## config.mk

```make
export PLATFORM = sky130hd
export DESIGN_NAME = conv_window_gen_flat
export DESIGN_NICKNAME = d
export VERILOG_FILES = /design/src/rtl/conv_window_gen_if.sv /design/src/rtl/conv_window_gen.sv /design/src/flat_wrapper.sv
export SDC_FILE = /design/constraint.sdc
export NUM_CORES = 1
export LEC_CHECK = 0
export ABC_AREA = 0
export CELL_PAD_IN_SITES_DETAIL_PLACEMENT = 1
export CELL_PAD_IN_SITES_GLOBAL_PLACEMENT = 2
export CORE_MARGIN = 5
export CORE_UTILIZATION = 43
export DETAILED_ROUTE_END_ITERATION = 6
export PLACE_DENSITY_LB_ADDON = 0.1
export SETUP_SLACK_MARGIN = 0.2
export SLEW_MARGIN = 20
export SYNTH_ARGS = -nofsm -noshare
export SYNTH_HDL_FRONTEND = slang
export SYNTH_SLANG_ARGS = --single-unit
```

## constraint.sdc

```tcl
create_clock -name clk -period 4.6 [get_ports clk]
set_input_delay 0.92 -clock clk [delete_from_list [all_inputs] [get_ports clk]]
set_output_delay 0.92 -clock clk [all_outputs]
set_load 0.01 [all_outputs]
```

## src/rtl/conv_window_gen_if.sv

```systemverilog
// -----------------------------------------------------------------------------
// conv_window_gen_if
// Groups the pixel input stream and the window output stream of the
// convolution window generator.
//
// Handshake: in_valid/in_pixel is a valid-only stream. The pixel is accepted
// on every rising clock edge where in_valid is high, and there is no ready
// signal. On the output side, out_valid marks the single cycle in which
// window/out_row/out_col/frame_done describe a complete in-image window.
// The consumer must take it in that cycle.
//
// Signals:
//   in_valid   - pixel on in_pixel is valid this cycle
//   in_pixel   - raster-order pixel, BIT_WIDTH bits
//   out_valid  - window holds a complete in-image window
//   window     - packed K x K window, element (r,c) at (r*K+c)*BIT_WIDTH
//   out_row    - image row of the window's bottom-right pixel
//   out_col    - image column of the window's bottom-right pixel
//   frame_done - pulses together with the last window of a frame
// Modports: master = pixel source / window sink, slave = generator.
// -----------------------------------------------------------------------------
interface conv_window_gen_if #(
  parameter int COL       = 5,
  parameter int ROW       = 5,
  parameter int K         = 3,
  parameter int BIT_WIDTH = 8
);
  localparam int CW = (COL > 1) ? $clog2(COL) : 1;
  localparam int RW = (ROW > 1) ? $clog2(ROW) : 1;

  logic                       in_valid;
  logic [BIT_WIDTH-1:0]       in_pixel;
  logic                       out_valid;
  logic [K*K*BIT_WIDTH-1:0]   window;
  logic [RW-1:0]              out_row;
  logic [CW-1:0]              out_col;
  logic                       frame_done;

  modport master (
    output in_valid, in_pixel,
    input  out_valid, window, out_row, out_col, frame_done
  );

  modport slave (
    input  in_valid, in_pixel,
    output out_valid, window, out_row, out_col, frame_done
  );
endinterface

```

## src/rtl/conv_window_gen.sv

```systemverilog
// -----------------------------------------------------------------------------
// conv_window_gen
// Consumes a raster-order pixel stream and presents a K x K sliding window.
// K-1 image rows are held in COL-deep shift delay lines that advance only on
// accepted pixels. A K x K register array holds the window. Row and column
// counters track the position of the incoming pixel. out_valid is raised one
// cycle after a pixel whose window lies fully inside the image.
//
// Ports:
//   clk - system clock, rising edge
//   rst - asynchronous active-high reset
//   io  - conv_window_gen_if.slave (pixel stream in, window stream out)
// -----------------------------------------------------------------------------
module conv_window_gen #(
  parameter int COL       = 5,
  parameter int ROW       = 5,
  parameter int K         = 3,
  parameter int BIT_WIDTH = 8
) (
  input  logic                 clk,
  input  logic                 rst,
  conv_window_gen_if.slave     io
);

  localparam int CW = (COL > 1) ? $clog2(COL) : 1;
  localparam int RW = (ROW > 1) ? $clog2(ROW) : 1;

  logic [CW-1:0]        col_cnt_q, col_cnt_d;
  logic [RW-1:0]        row_cnt_q, row_cnt_d;
  logic [RW-1:0]        out_row_q, out_row_d;
  logic [CW-1:0]        out_col_q, out_col_d;
  logic                 out_valid_q, out_valid_d;
  logic                 frame_done_q, frame_done_d;
  logic [BIT_WIDTH-1:0] win_q [K][K];
  logic [BIT_WIDTH-1:0] win_d [K][K];
  // Line i feeds line i+1; element COL-1 is the oldest pixel of each line.
  logic [BIT_WIDTH-1:0] line_q [K-1][COL];
  logic [K*K*BIT_WIDTH-1:0] window_packed;

  logic col_last;
  logic row_last;
  logic in_image;

  assign col_last = (col_cnt_q == CW'(COL - 1));
  assign row_last = (row_cnt_q == RW'(ROW - 1));
  // Suppresses both the first K-1 rows and the row-wrap windows.
  assign in_image = (row_cnt_q >= RW'(K - 1)) && (col_cnt_q >= CW'(K - 1));

  always_comb begin
    col_cnt_d    = col_cnt_q;
    row_cnt_d    = row_cnt_q;
    out_row_d    = out_row_q;
    out_col_d    = out_col_q;
    out_valid_d  = 1'b0;
    frame_done_d = 1'b0;
    win_d        = win_q;

    if (io.in_valid) begin
      if (col_last) begin
        col_cnt_d = '0;
        row_cnt_d = row_last ? '0 : row_cnt_q + RW'(1);
      end else begin
        col_cnt_d = col_cnt_q + CW'(1);
      end

      for (int r = 0; r < K; r++) begin
        for (int c = 0; c < K - 1; c++) begin
          win_d[r][c] = win_q[r][c+1];
        end
      end
      // New right-hand column: the oldest line sits on top, the live pixel at the bottom.
      for (int r = 0; r < K - 1; r++) begin
        win_d[r][K-1] = line_q[K-2-r][COL-1];
      end
      win_d[K-1][K-1] = io.in_pixel;

      out_row_d    = row_cnt_q;
      out_col_d    = col_cnt_q;
      out_valid_d  = in_image;
      frame_done_d = in_image && col_last && row_last;
    end
  end

  always_ff @(posedge clk or posedge rst) begin
    if (rst) begin
      col_cnt_q    <= '0;
      row_cnt_q    <= '0;
      out_row_q    <= '0;
      out_col_q    <= '0;
      out_valid_q  <= 1'b0;
      frame_done_q <= 1'b0;
      for (int r = 0; r < K; r++) begin
        for (int c = 0; c < K; c++) begin
          win_q[r][c] <= '0;
        end
      end
    end else begin
      col_cnt_q    <= col_cnt_d;
      row_cnt_q    <= row_cnt_d;
      out_row_q    <= out_row_d;
      out_col_q    <= out_col_d;
      out_valid_q  <= out_valid_d;
      frame_done_q <= frame_done_d;
      win_q        <= win_d;
    end
  end

  // Line storage is not reset. After a reset, the counters force K-1 full
  // rows of fresh pixels through the lines before any window is flagged valid.
  always_ff @(posedge clk) begin
    if (io.in_valid) begin
      for (int i = 0; i < K - 1; i++) begin
        line_q[i][0] <= (i == 0) ? io.in_pixel : line_q[i-1][COL-1];
        for (int j = 1; j < COL; j++) begin
          line_q[i][j] <= line_q[i][j-1];
        end
      end
    end
  end

  always_comb begin
    window_packed = '0;
    for (int r = 0; r < K; r++) begin
      for (int c = 0; c < K; c++) begin
        window_packed[(r*K+c)*BIT_WIDTH +: BIT_WIDTH] = win_q[r][c];
      end
    end
  end

  assign io.out_valid  = out_valid_q;
  assign io.frame_done = frame_done_q;
  assign io.out_row    = out_row_q;
  assign io.out_col    = out_col_q;
  assign io.window     = window_packed;

endmodule

```

## src/flat_wrapper.sv

```systemverilog
// flat-port wrapper written by rule: the top's interface ports become plain ports
module conv_window_gen_flat 
#(
  parameter int COL       = 5,
  parameter int ROW       = 5,
  parameter int K         = 3,
  parameter int BIT_WIDTH = 8
)
  (clk, rst, io_in_valid, io_in_pixel, io_out_valid, io_window, io_out_row, io_out_col, io_frame_done);
  conv_window_gen_if #(.COL(COL), .ROW(ROW), .K(K), .BIT_WIDTH(BIT_WIDTH)) io_i ();
  input  logic clk;
  input  logic rst;
  input wire logic [$bits(io_i.in_valid)-1:0] io_in_valid;
  input wire logic [$bits(io_i.in_pixel)-1:0] io_in_pixel;
  output wire logic [$bits(io_i.out_valid)-1:0] io_out_valid;
  output wire logic [$bits(io_i.window)-1:0] io_window;
  output wire logic [$bits(io_i.out_row)-1:0] io_out_row;
  output wire logic [$bits(io_i.out_col)-1:0] io_out_col;
  output wire logic [$bits(io_i.frame_done)-1:0] io_frame_done;
  assign io_i.in_valid = io_in_valid;
  assign io_i.in_pixel = io_in_pixel;
  assign io_out_valid = io_i.out_valid;
  assign io_window = io_i.window;
  assign io_out_row = io_i.out_row;
  assign io_out_col = io_i.out_col;
  assign io_frame_done = io_i.frame_done;
  conv_window_gen #(.COL(COL), .ROW(ROW), .K(K), .BIT_WIDTH(BIT_WIDTH)) u_core (.clk(clk), .rst(rst), .io(io_i));
endmodule
```

* Yosys cells after proc, flatten, opt, wreduce, memory -nomap -nowiden
Memories as Yosys holds them, arrays and structs flattened. Index checks and enable logic that the tools add are counted.
Word-level totals: flip-flop bits (word level) 86, bits in writable memories 80, output and inout bits 80, logic and storage cells 32, memories kept 1
Memories:
- u_core.line_q | depth 2, bits a word 40, rd ports 2, clocked after Yosys merged registers in 0, write ports 2, line conv_window_gen.sv:37 | logic [BIT_WIDTH-1:0] line_q [K-1][COL];
Operators by class: $add $sub $neg 2, order comparisons 2, eq/ne operators 2, multiplexer cells 6, reduce and logical (&&, ||, !) cells 4
Operators with widths (number):
- $add 3x1->3 const B | 2
- $eq 3x3->1 const B | 2
- $ge 3x2->1 const B | 2
- $mux 3 | 2
- $mux 1 | 4
- $logic_and 1x1->1 | 3
- $reduce_and 2->1 | 1

* Depth between registers and ports, before layout
depth in word-level cells 5, mapped depth 5

* Least setup slack after synthesis
Ideal clock, no wire load.
path kind input to register, start point input io_in_valid, end point register u_core.col_cnt_q[0], library setup time 0.125 ns, arrival time 1.588 ns, data required time 4.475 ns, path slack 2.887 ns, cell stages on the path 4, cell sequence buf_6 buf_12 buf_6 mux2_4
RTL lines:
- start, declared | line flat_wrapper.sv:13 | input wire logic [$bits(io_i.in_valid)-1:0] io_in_valid;
- end signal, assigned | line conv_window_gen.sv:98 | col_cnt_q <= col_cnt_d;
- end, declared | line conv_window_gen.sv:28 | logic [CW-1:0] col_cnt_q, col_cnt_d;
No word-level cell between the ends.

* Worst setup path in the final report
start point register, netlist name u_core.io.window[44], end point output io_window[44]
RTL lines:
- end, declared | line flat_wrapper.sv:16 | output wire logic [$bits(io_i.window)-1:0] io_window;
No word-level cell between the ends.

==> flow_summary.ini <==
[status]
status = complete, no violations

[floorplanning]
dieWidth_um = 127
rows = 42
num_io_pins = 91
start_util = 0.441
fp.dieH_um = 127
coreArea_um2 = 13300
dieArea_um2 = 16100

[routing]
ant_nets = 0
vias_per_cell = 4.75
drc = 0
firstDrtPassIters = 4
vias = 2732
drt_wl_total_um = 9090
drtIter0Drc = 217
wire_per_inst_um = 15.8

[grt]
grt_usage = 0.121
antenna_found_initial = 0
grt_pass1_wl_um = 15000
grt_max_degree = 100
grt_pass1_vias = 2949
grt_overflow = 0

[clock_network]
cts_buffer_depth = 2
cts_buffers = 17
root_buffer = clkbuf_16
clk_latency_ns = 0.41
clkSlewWorstSetupHoldPaths_ns = 0.06
post-cts-setup-buffer-count = 0
htreeDepth = 4
holdBufCountCts = 0
ctsResizeCount = 0
cts.sinks = 166
tritoncts = built

[timing]
fin_setup_tns_ns = 0
setup_viol = 0
clock_skew_ns = 0.00583
slew_headroom = 0.427
fin_crit_sh = 0.504
rsz0062_at_grt = no
slew_violations = 0
max_clock_freq_ghz = 0.432
worst_pin_slew_ns = 0.859
finalCriticalPeriod_ns = 2.32
timing.final.hold_violations = 0
timing.hold.ws_ns = 0.414

[logic_synthesis]
synth_edf_count = 80
synth_top_area_frac = 0.408
synth-simple-area-share = 0.00957
synth_xor_area_frac = 0
synth_top_family_by_area = multiplexers
synth.area.mux_share = 0.177
yosys.area.top_type = edfxtp_1
synth-seq-cells = 166
syn_avg_cell_area_um2 = 20.7
synthCells = 284
synth_adder_area_share = 0.0106
synthFlopType = dfrtp_1
synth_compound_gate_area_share = 0.00957
synth-async-reset-ratio = 0.518
syn_area_um2 = 5880
synth.distinct_cells = 23
yosysWarnings = 0
syn_nets = 300
ys_top_cells_by_area = edfxtp_1 (41%), dfrtp_1 (37%), mux2_2 (9.0%), mux2_4 (8.7%), ha_1 (1.1%)
yosysSeqAreaShare = 0.774

[placement]
routabilityCongestion = 0.683
io_buffers = 90
hpwl_um = 5440

[setup_path]
crit_path_max_incr_delay_ns = 0.57
timing.rr.end = u_core.row_cnt_q[0]
crit_buf_inv = 1
cpLargestDelayFamily = buffers and inverters
cp-end-kind = output port
cp_slowest_cell = clkdlybuf4s50_1
required_ns = 3.68
critPathKind = reg -> out
r2r_cells = 4
r2r_setup_slack_ns = 3.22
reg2reg_from = u_core.col_cnt_q[1]
cp_cell_sequence = clkdlybuf4s50_1
crit_start = u_core.io.window[44]
cp-start-kind = flip-flop
arrival_ns = 1.40
cp_max_fo = 3

[cells_and_area]
final_cell_mix = clkdlybuf4s50_1 (89), dfrtp_1 (86), edfxtp_1 (80), mux2_2 (47), mux2_4 (34)
fillers = 1205
mostFrequentLayoutCell = clkdlybuf4s50_1
final_layout_size_suffix_gt1_frac = 0.298
nets = 402
area_growth_pct = 27.4
antenna_cells = 0

[power]
leakage_nw = 3.00
vdd.ir_drop.worst_uv = 300
power_density_nw_per_um2 = 508
power.total_w = 0.00380

[job]
maxCapViolations = 0

[min_path]
min_delay_path_depth = 0
min_to = u_core.line_q[1][11]
hold_start = u_core.line_q[1][19]
min_path_type = reg -> reg
[layer usage]
metal  up-vias  routed length [µm]  global-route usage  share of wire
li1       1247                   -                   -              -
met1      1388                4230               0.157           0.46
met2        80                4030               0.173           0.44
met3        17                 590              0.0480          0.065
met4         0                 240              0.0681          0.026
met5         -                   0                   0              0
[registers in the layout, summed over array words and instances, names as in the netlist]
name and cells:
u_core.io.out_valid 1, u_core.io.out_col 3, u_core.io.out_row 3, u_core.io.frame_done 1
u_core.row_cnt_q 3, u_core.line_q 80, u_core.io.window 72, u_core.col_cnt_q 3
[metrics by stage]
stage           util  worst slack (ns)  area [µm²]  std cells
2_1_floorplan      -              1.46        5880        284
3_3_place_gp   0.521              2.07        6950        543
3_5_place_dp   0.521              2.05        6950        543
4_1_cts        0.562              2.26        7500        575
5_1_grt        0.562              2.22        7500        575
6_report       0.562              2.28        7500        575
[cells in the mapped netlist, types with 2 or more instances]
cell and instances:
buf_6 5, nand2_1 2, ha_1 5, buf_2 4
nor2_1 2, edfxtp_1 80, mux2_4 34, a21oi_1 2
dfrtp_1 86, inv_1 5, mux2_2 47
[cell families after synthesis]
group	Yosys count
flip-flops	166
multiplexers	81
buffers and inverters	15
AND/OR/NAND/NOR	9
AO/OA/AOI/OAI	8
adder cells (fa/ha/maj)	5
[final cells by class]
cell class | count | area, µm² | share of cell area
clock inverter | 12 | 77.6 | 0.0103
multi-input combinational | 103 | 1210 | 0.162
timing repair buffer | 93 | 940 | 0.125
sequential | 166 | 4550 | 0.608
clock buffer | 20 | 468 | 0.0624
tap | 176 | 220 | 0.0294
inverter | 5 | 21.3 | 0.00284
[power by group]
| part | total (W) | switching [W] | internal (W) |
|---|---|---|---|
| Combinational | 0.000635 | 0.000238 | 0.000398 |
| Clock | 0.00128 | 0.000550 | 0.000732 |
| Sequential | 0.00189 | 0.000130 | 0.00176 |
| Total | 0.00380 | 0.000918 | 0.00289 |
[worst max path at each step]
stage	end	slack, ns	cells after the start
finish	io_window[44]	2.28	1
global route	io_window[44]	2.22	1
CTS	io_window[45]	2.26	1
detailed placement	u_core.io.window[32]	2.05	3
global placement	u_core.io.window[32]	2.07	3
floorplan	u_core.col_cnt_q[0]	1.46	1
No activity file was read; power rests on OpenSTA's default activity.
